`src/rtl/tx_sequencer_if.sv`:
```
// Request and byte-slot control bundle between protocol controller,
// tx_sequencer and the TX byte selector / serializer.
interface tx_sequencer_if;
  logic       tx_packet_valid;
  logic [3:0] tx_packet;
  logic [6:0] buffer_occupancy;
  logic       sync_start;
  logic       pid_start;
  logic       crc_start;
  logic       load_byte;
  logic       get_tx_packet_data;
  logic       eop;
  logic       tx_active;
  logic       tx_done;
  logic       tx_error;

  modport master (
    output tx_packet_valid,
    output tx_packet,
    output buffer_occupancy,
    input  sync_start,
    input  pid_start,
    input  crc_start,
    input  load_byte,
    input  get_tx_packet_data,
    input  eop,
    input  tx_active,
    input  tx_done,
    input  tx_error
  );

  modport slave (
    input  tx_packet_valid,
    input  tx_packet,
    input  buffer_occupancy,
    output sync_start,
    output pid_start,
    output crc_start,
    output load_byte,
    output get_tx_packet_data,
    output eop,
    output tx_active,
    output tx_done,
    output tx_error
  );
endinterface

```
`src/rtl/tx_sequencer.sv`:
```
// USB FS transmit sequencer: SYNC/PID/DATA/CRC/EOP byte-slot control.
// Optional bit-stuff stretching when TX_SEQ_STUFF_EN is defined.
module tx_sequencer #(
  parameter int CLKS_PER_BIT = 8,
  parameter int MAX_BYTES    = 64
) (
  input logic clk,
  input logic n_rst,
`ifdef TX_SEQ_STUFF_EN
  input logic stuff_bit,
`endif
  tx_sequencer_if.slave bus
);

  typedef enum logic [2:0] {
    S_IDLE,
    S_SYNC,
    S_PID,
    S_DATA,
    S_CRC1,
    S_CRC2,
    S_EOP,
    S_IDLE_J
  } state_t;

  localparam int CW =
    (CLKS_PER_BIT > 1) ? $clog2(CLKS_PER_BIT) : 1;
  localparam logic [CW-1:0] CLK_LAST =
    CW'(CLKS_PER_BIT - 1);
  localparam logic [6:0] MAXB = 7'(MAX_BYTES);

  localparam logic [3:0] PID_ACK   = 4'b0010;
  localparam logic [3:0] PID_NAK   = 4'b1010;
  localparam logic [3:0] PID_STALL = 4'b1110;
  localparam logic [3:0] PID_DATA  = 4'b0011;

  state_t        state, state_n;
  logic [CW-1:0] clk_cnt, clk_n;
  logic [2:0]    bit_cnt, bit_n;
  logic [6:0]    byte_cnt, byte_n;
  logic [3:0]    pid_q, pid_n;
  logic          rpt, rpt_n;

  logic bit_end;
  logic slot_st;
  logic stuff_hit;
  logic hs_pid;
  logic req_ok;
  logic req_bad;
  logic [6:0] occ_clamp;

  logic sync_d, pid_d, crc_d, load_d;
  logic pop_d, eop_d, act_d, done_d, err_d;
  logic sync_q, pid_q_o, crc_q, load_q;
  logic pop_q, eop_q, act_q, done_q, err_q;

  assign bit_end = (clk_cnt == CLK_LAST);
  assign slot_st = (state == S_SYNC) ||
                   (state == S_PID)  ||
                   (state == S_DATA) ||
                   (state == S_CRC1) ||
                   (state == S_CRC2);

`ifdef TX_SEQ_STUFF_EN
  assign stuff_hit = stuff_bit && slot_st;
`else
  assign stuff_hit = 1'b0;
`endif

  assign hs_pid = (bus.tx_packet == PID_ACK)   ||
                  (bus.tx_packet == PID_NAK)   ||
                  (bus.tx_packet == PID_STALL) ||
                  (bus.tx_packet == PID_DATA);

  assign req_ok  = (state == S_IDLE) &&
                   bus.tx_packet_valid && hs_pid;
  assign req_bad = (state == S_IDLE) &&
                   bus.tx_packet_valid && !hs_pid;

  assign occ_clamp = (bus.buffer_occupancy > MAXB) ?
                     MAXB : bus.buffer_occupancy;

  always_ff @(posedge clk or negedge n_rst) begin
    if (!n_rst) begin
      state    <= S_IDLE;
      clk_cnt  <= '0;
      bit_cnt  <= '0;
      byte_cnt <= '0;
      pid_q    <= '0;
      rpt      <= 1'b0;
    end else begin
      state    <= state_n;
      clk_cnt  <= clk_n;
      bit_cnt  <= bit_n;
      byte_cnt <= byte_n;
      pid_q    <= pid_n;
      rpt      <= rpt_n;
    end
  end

  always_comb begin
    state_n = state;
    clk_n   = clk_cnt;
    bit_n   = bit_cnt;
    byte_n  = byte_cnt;
    pid_n   = pid_q;
    rpt_n   = rpt;
    if (state == S_IDLE) begin
      clk_n = '0;
      bit_n = '0;
      rpt_n = 1'b0;
      if (req_ok) begin
        state_n = S_SYNC;
        pid_n   = bus.tx_packet;
        byte_n  = occ_clamp;
      end
    end else begin
      clk_n = bit_end ? '0 : clk_cnt + 1'b1;
      if (bit_end) begin
        // a stuffed bit repeats the current bit time
        rpt_n = stuff_hit;
        if (!stuff_hit) begin
          bit_n = bit_cnt + 3'd1;
          unique case (state)
            S_SYNC:
              if (bit_cnt == 3'd7) state_n = S_PID;
            S_PID:
              if (bit_cnt == 3'd7) begin
                if (pid_q != PID_DATA)
                  state_n = S_EOP;
                else if (byte_cnt != 7'd0)
                  state_n = S_DATA;
                else
                  state_n = S_CRC1;
              end
            S_DATA:
              if (bit_cnt == 3'd7) begin
                byte_n  = byte_cnt - 7'd1;
                state_n = (byte_cnt > 7'd1) ?
                          S_DATA : S_CRC1;
              end
            S_CRC1:
              if (bit_cnt == 3'd7) state_n = S_CRC2;
            S_CRC2:
              if (bit_cnt == 3'd7) state_n = S_EOP;
            S_EOP:
              if (bit_cnt == 3'd1) begin
                state_n = S_IDLE_J;
                bit_n   = '0;
              end
            S_IDLE_J: begin
              state_n = S_IDLE;
              bit_n   = '0;
            end
            default: ;
          endcase
        end
      end
    end
  end

  // decode from next-state values so every output is a flop
  always_comb begin
    sync_d = (state_n == S_SYNC);
    pid_d  = (state_n == S_PID);
    crc_d  = (state_n == S_CRC1) || (state_n == S_CRC2);
    eop_d  = (state_n == S_EOP);
    act_d  = (state_n != S_IDLE);
    load_d = ((state_n == S_SYNC) ||
              (state_n == S_PID)  ||
              (state_n == S_DATA) ||
              crc_d) &&
             (clk_n == '0) && (bit_n == 3'd0) && !rpt_n;
    pop_d  = (state_n == S_DATA) &&
             (clk_n == CLK_LAST) && (bit_n == 3'd7) &&
             !rpt_n;
    done_d = (state == S_IDLE_J) && (state_n == S_IDLE);
    err_d  = req_bad;
  end

  always_ff @(posedge clk or negedge n_rst) begin
    if (!n_rst) begin
      sync_q  <= 1'b0;
      pid_q_o <= 1'b0;
      crc_q   <= 1'b0;
      load_q  <= 1'b0;
      pop_q   <= 1'b0;
      eop_q   <= 1'b0;
      act_q   <= 1'b0;
      done_q  <= 1'b0;
      err_q   <= 1'b0;
    end else begin
      sync_q  <= sync_d;
      pid_q_o <= pid_d;
      crc_q   <= crc_d;
      load_q  <= load_d;
      pop_q   <= pop_d;
      eop_q   <= eop_d;
      act_q   <= act_d;
      done_q  <= done_d;
      err_q   <= err_d;
    end
  end

  assign bus.sync_start         = sync_q;
  assign bus.pid_start          = pid_q_o;
  assign bus.crc_start          = crc_q;
  assign bus.load_byte          = load_q;
  assign bus.get_tx_packet_data = pop_q;
  assign bus.eop                = eop_q;
  assign bus.tx_active          = act_q;
  assign bus.tx_done            = done_q;
  assign bus.tx_error           = err_q;

endmodule
```
`src/flat_wrapper.sv`:
```
// flat-port wrapper written by rule: the top's interface ports become plain ports
module tx_sequencer_flat 
#(
  parameter int CLKS_PER_BIT = 8,
  parameter int MAX_BYTES    = 64
)
  (clk, n_rst, bus_tx_packet_valid, bus_tx_packet, bus_buffer_occupancy, bus_sync_start, bus_pid_start, bus_crc_start, bus_load_byte, bus_get_tx_packet_data, bus_eop, bus_tx_active, bus_tx_done, bus_tx_error);
  tx_sequencer_if bus_i ();
  input logic clk;
  input logic n_rst;
  input wire logic [$bits(bus_i.tx_packet_valid)-1:0] bus_tx_packet_valid;
  input wire logic [$bits(bus_i.tx_packet)-1:0] bus_tx_packet;
  input wire logic [$bits(bus_i.buffer_occupancy)-1:0] bus_buffer_occupancy;
  output wire logic [$bits(bus_i.sync_start)-1:0] bus_sync_start;
  output wire logic [$bits(bus_i.pid_start)-1:0] bus_pid_start;
  output wire logic [$bits(bus_i.crc_start)-1:0] bus_crc_start;
  output wire logic [$bits(bus_i.load_byte)-1:0] bus_load_byte;
  output wire logic [$bits(bus_i.get_tx_packet_data)-1:0] bus_get_tx_packet_data;
  output wire logic [$bits(bus_i.eop)-1:0] bus_eop;
  output wire logic [$bits(bus_i.tx_active)-1:0] bus_tx_active;
  output wire logic [$bits(bus_i.tx_done)-1:0] bus_tx_done;
  output wire logic [$bits(bus_i.tx_error)-1:0] bus_tx_error;
  assign bus_i.tx_packet_valid = bus_tx_packet_valid;
  assign bus_i.tx_packet = bus_tx_packet;
  assign bus_i.buffer_occupancy = bus_buffer_occupancy;
  assign bus_sync_start = bus_i.sync_start;
  assign bus_pid_start = bus_i.pid_start;
  assign bus_crc_start = bus_i.crc_start;
  assign bus_load_byte = bus_i.load_byte;
  assign bus_get_tx_packet_data = bus_i.get_tx_packet_data;
  assign bus_eop = bus_i.eop;
  assign bus_tx_active = bus_i.tx_active;
  assign bus_tx_done = bus_i.tx_done;
  assign bus_tx_error = bus_i.tx_error;
  tx_sequencer #(.CLKS_PER_BIT(CLKS_PER_BIT), .MAX_BYTES(MAX_BYTES)) u_core (.clk(clk), .n_rst(n_rst), .bus(bus_i));
endmodule
```
`config.mk`:
```
export PLATFORM = sky130hd
export DESIGN_NAME = tx_sequencer_flat
export DESIGN_NICKNAME = d
export VERILOG_FILES = /design/src/rtl/tx_sequencer_if.sv /design/src/rtl/tx_sequencer.sv /design/src/flat_wrapper.sv
export SDC_FILE = /design/constraint.sdc
export NUM_CORES = 1
export LEC_CHECK = 0
export BUFFER_PORTS_ARGS = -buffer_cell sky130_fd_sc_hd__buf_2
export CORE_ASPECT_RATIO = 1.75
export CORE_UTILIZATION = 25
export DETAILED_ROUTE_END_ITERATION = 7
export GPL_ROUTABILITY_DRIVEN = 0
export GPL_TIMING_DRIVEN = 0
export HOLD_SLACK_MARGIN = 0.06
export SLEW_MARGIN = 20
export SYNTH_ARGS = -nofsm -noshare
export SYNTH_HDL_FRONTEND = slang
export SYNTH_SLANG_ARGS = --single-unit
```
`constraint.sdc`:
```
create_clock -name clk -period 2.7 [get_ports clk]
set_input_delay 0.675 -clock clk [delete_from_list [all_inputs] [get_ports clk]]
set_output_delay 0.675 -clock clk [all_outputs]
set_load 0.05 [all_outputs]
```
==> metrics.csv <==
metric,value,unit
cts_tree,done,
muxShareOfSynthArea,2.53,%
p_int,0.829,mW
synth_edf_count,0,
switching_share,21.0,%
worst-path-max-fanout,10,
synth-xor-area-share,0,%
firstDrtPassIters,4,
grt_overflow_total,0,
numCtsBuffers,5,
path_class,register to register,
fin_util,31.7,%
hold_buffers,0,
p_seq_share,43.5,%
wirelength,3900,um
start_util,26.3,%
required,2.91,ns
p_leak,0.895,nW
maxSlewHeadroom,54.6,%
worst_pin_slew,0.681,ns
finalCritPeriodShare,80.8,%
syn_avg_cell_area,10.2,sq um
rsz0062_at_grt,false,
synthFlopType,dfrtp_1,
clkTransAtPathRegs,0.05,ns
peakVddDrop,0.177,mV
end_kind,register,
grt_first_pass_wirelength,6710,um
core,6590,sq um
syn_area,1730,sq um
dieArea,7270,sq um
area_growth,20.8,%
stdcell_area,2090,sq um
min_period,2.18,ns
antennaDiodeCount,0,
fin_skew,0.00508,ns
via_per_inst,4.88,
hold_ws,0.435,ns
status,"complete, no violations",
synth_top_family_by_area,simple AND/OR/NAND/NOR gates,
crit_arrival,2.39,ns
clock-sinks,30,
drt_iter0_drc,36,
post_cts_buffers,0,
p_sw,0.220,mW
pwr-share-comb,3.0,%
via_count,1376,
port_buffers,22,
clock-root-buffer,clkbuf_16,
die_x,64.9,um
grt_pass1_vias,1384,
postRouteAntennaNets,0,
insertion_delay,0.28,ns
drc_errors,0,
hold_viol,0,
synth_area_leaders,"dfrtp_1 (43%), ha_1 (5.8%), nor2_1 (4.6%), nor3_4 (2.8%), o31ai_4 (2.5%)",
power.density,501,nW/um^2
pwr-share-clk,53.5,%
grt_max_degree,31,
postPlaceCellArea,1940,sq um
cp-start-kind,register,
nNetsFinal,221,
seqCellArea,751,sq um
finalSetupViolCount,0,
ys_ff_latch,30,
htreeDepth,2,
grt.total_usage,12.2,%
ys_seq_area_share,43.4,%
antenna_found_initial,0,
die_h,112,um
maxCapViolations,0,
io_pins,23,
synth_top_area_share,43.4,%
cts_buffer_depth,2,
multiInputGateArea,903,sq um
drive_above_1_share,25.0,%
min_path_type,input port to async pin,
setup_total_negative_slack,0,ns
synthSimpleGateAreaFrac,26.5,%
synth-compound-area-share,17.4,%
fp-row-count,39,
post_cts_resized,0,
yosysWarnings,0,
fillers,677,
max_freq,0.458,GHz
dpl.hpwl,2800,um
synth.largest_area_cell,dfrtp_1,
avgRoutedWirePerCell,13.8,um
synth_adder_area_share,5.78,%
drv_slew,0,
synth_cells,170,
synth_cell_types,49,
synth_nets,192,
synthArstFlopShare,100,%
## kinds of logic (layout without fill, tap and decap cells)
| group | Yosys count | count (layout) |
|---|---|---|
| flip-flops | 30 | 30 |
| multiplexers | 4 | 4 |
| adder cells (fa/ha/maj) | 8 | 8 |
| buffers and inverters | 13 | 43 |
| AND/OR/NAND/NOR | 74 | 74 |
| AO/OA/AOI/OAI | 41 | 41 |
## per-stage QoR
step                      cells  power [mW]  setup slack (ns)
after floorplan             170       0.473             0.762
after global placement      274       0.496             0.529
after detailed placement    274       0.497             0.520
after CTS                   282        1.06             0.486
after global routing        282        1.09             0.369
final                       282        1.05             0.517
## layout make-up
class                           count  area share, %
Clock inverter                      1          0.239
Sequential cell                    30           35.9
Multi-Input combinational cell    127           43.2
Clock buffer                        7           6.82
Buffer                              7           2.57
Timing Repair Buffer               22           5.27
Inverter                            6           1.08
Tap cell                           82           4.91
## path summary, 6_finish.rpt
check,start,endpoint,slack (ns),cells after the start
max in group asynchronous,n_rst,u_core.state[1],1.82,1
max,u_core.clk_cnt[0],u_core.bus.tx_done,0.52,9
max reg2reg,u_core.clk_cnt[0],u_core.bus.tx_done,0.52,9
min reg2reg,u_core.pid_q[1],u_core.pid_q[1],0.48,1
min in group clk,u_core.pid_q[1],u_core.pid_q[1],0.48,1
min,n_rst,u_core.bit_cnt[2],0.44,1
## power by group through the flow
stage | combinational [mW] | sequential, mW | clock (mW)
after floorplan | 0.00976 | 0.463 | 0
after global placement | 0.0322 | 0.464 | 0
after detailed placement | 0.0330 | 0.464 | 0
after CTS | 0.0331 | 0.456 | 0.572
after global routing | 0.0368 | 0.456 | 0.595
final | 0.0316 | 0.456 | 0.560
## synth_stat cells, types with 4 or more instances
cell type	n
nor3b_1	4
nand2_1	9
nor2b_1	4
dfrtp_1	30
nand3_1	5
and2_1	4
inv_1	6
a21oi_1	7
nor3_1	4
ha_1	8
o21ai_0	8
nor2_1	21
o21ai_1	6
nand2b_1	5
## cell usage in the layout, fill, tap and decap left out, types with 5 or more instances in the layout
cell type	count
a21oi_1	7
dfrtp_1	30
nor2_1	21
nand2_1	9
ha_1	8
buf_2	23
nand2b_1	5
o21ai_0	8
o21ai_1	6
nand3_1	5
inv_1	6
clkbuf_16	5
## flip-flops by register name, indices dropped and copies added (netlist names)
signal                         count
u_core.byte_cnt                    7
u_core.pid_q                       4
u_core.bit_cnt                     3
u_core.clk_cnt                     3
u_core.state                       3
u_core.bus.crc_start               1
u_core.bus.eop                     1
u_core.bus.get_tx_packet_data      1
u_core.bus.load_byte               1
u_core.bus.pid_start               1
u_core.bus.sync_start              1
u_core.bus.tx_active               1
u_core.bus.tx_done                 1
u_core.bus.tx_error                1
u_core.rpt                         1
## layer usage
| metal | global-route usage (%) | routed length, um | up-vias | part of all wire, % |
|---|---|---|---|---|
| li1 | - | - | 674 | - |
| met1 | 13.4 | 1540 | 668 | 39 |
| met4 | 6.37 | 108 | 0 | 2.8 |
| met2 | 21.0 | 2110 | 25 | 54 |
| met3 | 3.15 | 145 | 9 | 3.7 |
| met5 | 0 | 0 | - | 0 |
## critical path, stage by stage (launching register included)
cell     delay [ns]
dfrtp_1        0.41
ha_1           0.23
ha_1           0.20
buf_2          0.19
nand3_1        0.16
nor2_1         0.06
a32oi_1        0.23
nand3_2        0.20
nor3_4         0.23
and4_1         0.21
Note: power is estimated with default switching activity, not from simulation.
